<file path="config.mk">
export PLATFORM = sky130hd
export DESIGN_NAME = fifo_stream_reader
export DESIGN_NICKNAME = d
export VERILOG_FILES = /design/src/rtl/fifo_stream_pkg.sv /design/src/rtl/fifo_stream_reader_skid_buffer3.sv /design/src/rtl/fifo_stream_reader.sv
export SDC_FILE = /design/constraint.sdc
export NUM_CORES = 1
export LEC_CHECK = 0
export CAP_MARGIN = 10
export CORE_MARGIN = 8
export CORE_UTILIZATION = 53
export DETAILED_ROUTE_END_ITERATION = 10
export GPL_TIMING_DRIVEN = 0
export PLACE_DENSITY = 0.77
export SLEW_MARGIN = 20
export SYNTH_ARGS = -nofsm -noshare
export SYNTH_HDL_FRONTEND = slang
export SYNTH_HIERARCHICAL = 1
export SYNTH_SLANG_ARGS = --single-unit
</file>
<file path="constraint.sdc">
create_clock -name clk -period 8.3 [get_ports clk]
set_input_delay 2.075 -clock clk [delete_from_list [all_inputs] [get_ports clk]]
set_output_delay 2.075 -clock clk [all_outputs]
set_load 0.005 [all_outputs]
</file>
<file path="src/rtl/fifo_stream_pkg.sv">
// Shared types for the FIFO stream reader: skid depth, pointer and occupancy.
package fifo_stream_pkg;

    localparam int unsigned SKID_DEPTH = 3;

    typedef logic [1:0] ptr_t;
    typedef logic [1:0] occ_t;

    function automatic ptr_t ptr_next(input ptr_t p);
        return (p == ptr_t'(SKID_DEPTH - 1)) ? ptr_t'(0) : p + ptr_t'(1);
    endfunction

endpackage

</file>
<file path="src/rtl/fifo_stream_reader_skid_buffer3.sv">
// Three-entry circular skid buffer; clear empties it, reset also zeroes storage.
module skid_buffer3
    import fifo_stream_pkg::*;
#(
    parameter int WIDTH = 32
) (
    input  logic             clk,
    input  logic             reset,
    input  logic             clear,
    input  logic             push,
    input  logic             pop,
    input  logic [WIDTH-1:0] din,
    output logic [WIDTH-1:0] dout,
    output occ_t             occ
);

    logic [WIDTH-1:0] mem [SKID_DEPTH];
    ptr_t             rd_ptr;
    ptr_t             wr_ptr;

    always_ff @(posedge clk) begin
        if (reset || clear) begin
            rd_ptr <= '0;
            wr_ptr <= '0;
            occ    <= '0;
            if (reset) begin
                for (int i = 0; i < SKID_DEPTH; i++) begin
                    mem[i] <= '0;
                end
            end
        end else begin
            if (push) begin
                mem[wr_ptr] <= din;
                wr_ptr      <= ptr_next(wr_ptr);
            end
            if (pop) begin
                rd_ptr <= ptr_next(rd_ptr);
            end
            unique case ({push, pop})
                2'b10:   occ <= occ + occ_t'(1);
                2'b01:   occ <= occ - occ_t'(1);
                default: occ <= occ;
            endcase
        end
    end

    assign dout = mem[rd_ptr];

endmodule

</file>
<file path="src/rtl/fifo_stream_reader.sv">
// Turns a registered-read FIFO into a valid/ready stream via a 3-deep skid buffer.
// Define FIFO_STREAM_READER_STATS_EN to add xfer_count/stall_count outputs.
module fifo_stream_reader
    import fifo_stream_pkg::*;
#(
    parameter int WIDTH = 32
) (
    input  logic             clk,
    input  logic             reset,
    input  logic             fifo_empty,
    input  logic [WIDTH-1:0] fifo_data_out,
    output logic             fifo_rd_en,
    input  logic             flush,
    input  logic             m_ready,
    output logic             m_valid,
`ifdef FIFO_STREAM_READER_STATS_EN
    output logic [WIDTH-1:0] m_data,
    output logic [31:0]      xfer_count,
    output logic [31:0]      stall_count
`else
    output logic [WIDTH-1:0] m_data
`endif
);

    logic       inflight;
    occ_t       occ;
    logic [2:0] committed;
    logic       push;
    logic       pop;

    // Credit check uses only registered state, so m_ready never reaches fifo_rd_en.
    assign committed  = 3'(occ) + 3'(inflight);
    assign fifo_rd_en = !fifo_empty && !flush && !reset
                        && (committed < 3'(SKID_DEPTH));

    assign push    = inflight && !flush && !reset;
    assign m_valid = (occ != '0);
    assign pop     = m_valid && m_ready;

    always_ff @(posedge clk) begin
        if (reset) begin
            inflight <= 1'b0;
        end else begin
            inflight <= fifo_rd_en;
        end
    end

    skid_buffer3 #(
        .WIDTH (WIDTH)
    ) u_skid (
        .clk   (clk),
        .reset (reset),
        .clear (flush),
        .push  (push),
        .pop   (pop),
        .din   (fifo_data_out),
        .dout  (m_data),
        .occ   (occ)
    );

`ifdef FIFO_STREAM_READER_STATS_EN
    always_ff @(posedge clk) begin
        if (reset) begin
            xfer_count  <= '0;
            stall_count <= '0;
        end else begin
            if (pop) begin
                xfer_count <= xfer_count + 32'd1;
            end
            if (m_valid && !m_ready) begin
                stall_count <= stall_count + 32'd1;
            end
        end
    end
`endif

endmodule

</file>
==> summary.txt <==
Area grow syn2layout: 28.0%
CP startpoint: flush
Reg power frac: 48.6%
Comb pwr share: 4.7%
Crit path cell chain: clkdlybuf4s50_1 > or4_4 > a21oi_1 > clkdlybuf4s50_1
CTS clock-pin slew for the worst setup and hold paths: 60 ps
Routed len/inst: 20.3 um
Layout cells sized above 1: 19.7%
Met3 Wirelength: 739 um
Core ar.: 10700 sq um
Place WS: 2400 ps
Unrepaired setup endpoints after global routing: false
Pwr Density: 217 nW/um^2
Max-cap violations: 0
Clock power frac: 46.7%
Max_slew headroom: 48.1%
Initial antenna violation count: 0
Measured slew at the worst slew-check pin: 776 ps
DR top layer: met4
CTS tree: yes
Post-synthesis sequential area ratio: 70.4%
Sw Share: 20.2%
Rows: 38
Vias in the first global route: 3584
R2R setup slack: 5750 ps
Die area: 14400 sq um
Final net count: 495
Synth Instances: 357
Detailed-route via count: 3343
Most used cell, CP: clkdlybuf4s50_1
Reg-to-Reg Start: inflight$_SDFF_PP0_
Met2 wire length: 6570 um
Final Core Density: 68.3%
Max-slew violation count: 0
Startpoint Class: primary input
Total congestion overflow: 0
Initial Utilization: 53.4%
VDD IR max: 177 uV
Worst hold-check path type: reg -> reg
CP endpoint kind: output pin
Hold_ws: 496 ps
Iter 0 DRT Violations: 290
Yosys reg bits: 137
Port Buffers: 70
Worst path required time: 6230 ps
H-tree depth: 4
Quantity of gates resized following cts: 0
Global placement routability congestion: 0.700
Pin count of the biggest net entering global routing: 20
Post-CTS Setup Inserts: 0
DRC violations left: 0
Die width: 120 um
Routed Antenna Nets: 0
Status: finished clean
Cell variety after synth: 27
Hold buffers post-CTS: 0
Yosys warning total: 6
Drt total wl: 12300 um
Type of the worst setup path: in -> out
Post-Syn Nets: 397
Fin crit period: 5880 ps
Period utilization: 70.8%
Max Freq: 170 MHz
Syn avg cell area: 16.0 sq um
Worst skew pair latency: 520 ps
CP peak stage delay: 580 ps
Hold path cells: 2
Lkg Pwr: 2.48 nW
Hold Vio Cnt, Final: 0
Hold path start: u_skid/rd_ptr[1]$_SDFFE_PP0P_
Diodes inserted: 0
Detailed Routing Iterations Pass 1: 5
First-pass GRT wire length: 19200 um
RR Endpoint: u_skid/mem[3][27]$_DFFE_PP_
Io pins: 71
NetSw: 0.321 mW
Min-Delay Endpoint: u_skid/rd_ptr[1]$_SDFFE_PP0P_
Final WS setup: 2420 ps
Worst Path Max Fanout: 6
Clock buffer depth: 2
Post-Syn Area: 5710 sq um
CTS Sinks: 137
Critical Path AT: 3800 ps
Pint: 1.27 mW
Depth of the worst register-to-register path: 5
Root buffer cell: clkbuf_8
Tot GR Track Use: 17.9%
DR vias/cell: 5.51
Wire length on met1: 4930 um
Worst clock skew: 15.8 ps
Critical path's slowest cell: or4_4
Post-DP HPWL: 7900 um
CTS Buf Count: 17
# setup viols final: 0
Die Ht: 120 um
-- through the flow --
stage	power [mW]	cell area [sq um]	std cells	TNS [ps]
6_report	1.59	7310	607	0
5_1_grt	1.64	7310	607	0
4_1_cts	1.60	7310	607	0
3_5_place_dp	0.862	6720	576	0
3_3_place_gp	0.855	6590	567	-46400
2_1_floorplan	0.815	5710	357	0
-- worst max path at each step --
stage | cells after the start | end | slack (ps)
after floorplan | 3 | u_skid/mem[3][0]$_DFFE_PP_ | 1870
after global placement | 4 | u_skid/mem[3][22]$_DFFE_PP_ | -1450
after detailed placement | 4 | fifo_rd_en | 2400
after CTS | 4 | fifo_rd_en | 2410
after global routing | 4 | fifo_rd_en | 2350
final | 4 | fifo_rd_en | 2420
-- placed cells by master, fill, tap and decap left out, types with 3 or more instances in the layout --
cell	instances
nand2b_1	33
clkbuf_16	16
edfxtp_1	128
clkinvlp_4	4
nand2_1	4
nor2_1	100
dfxtp_1	9
buf_16	3
a21oi_1	6
bufinv_16	3
mux4_2	30
clkinv_4	4
clkdlybuf4s50_1	70
nand2b_2	3
ha_1	3
buf_12	3
buf_2	15
clkbuf_1	7
-- cell type report --
cell class	instances	area, sq um
inverter	2	7.51
timing repair buffer	79	818
clock buffer	18	418
sequential	137	4020
multi-input combinational	197	1550
fill	712	3390
clock inverter	13	173
buffer	21	149
tap	140	175
-- power by group through the flow --
stage | Sequential (mW) | Combinational (mW) | Clock [mW]
floorplan | 0.786 | 0.0292 | 0
global placement | 0.787 | 0.0681 | 0
detailed placement | 0.787 | 0.0747 | 0
CTS | 0.773 | 0.0756 | 0.752
global route | 0.774 | 0.0800 | 0.783
finish | 0.773 | 0.0745 | 0.742
-- critical path, delay by kind of cell --
family,cells,cell delay [ps]
compound gates,1,130
buf+inv,2,1020
simple gates,1,580
-- cells in the mapped netlist, drive strengths merged --
master,instances,area share [%]
nand2b,36,3.9
nand3,1,0.088
edfxtp,128,67
a21oi,6,0.53
dfxtp,9,3.2
nor4b,1,0.15
xor2,1,0.15
o21ai,1,0.088
nand3b,2,0.26
buf,15,2.2
or2,2,0.22
nor3b,2,0.26
and2b,1,0.13
mux4,32,13
nor2,100,6.6
nand2,4,0.26
or4,1,0.20
or3,1,0.11
and2,1,0.11
clkbuf,6,0.39
mux2,1,0.20
inv,2,0.13
ha,3,0.66
xnor2,1,0.15
-- kinds of logic (layout without fill, tap and decap cells) --
group                      count (synthesis)  in the layout  synth area share (%)
and+or+nand+nor                          152            152                  12.3
DFF                                      137            137                  70.4
muxes                                     33             33                  12.9
buffers and inverters                     23            133                  2.74
AOI/OAI and AO/OA                          7              7                 0.613
adders and majority gates                  3              3                 0.657
xor gates and xnor gates                   2              2                 0.307
-- registers in the layout, indices dropped and copies added (netlist names), named ones only --
register / flops
inflight: 1
u_skid/rd_ptr: 2
u_skid/occ: 2
u_skid/mem: 128
u_skid/wr_ptr: 2
-- layer usage --
metal	global-route usage, %	up-vias
li1	-	1527
met1	21.2	1699
met2	30.5	111
met3	5.54	6
met4	5.78	0
met5	0	-
Power figures use the tool's default switching activity.
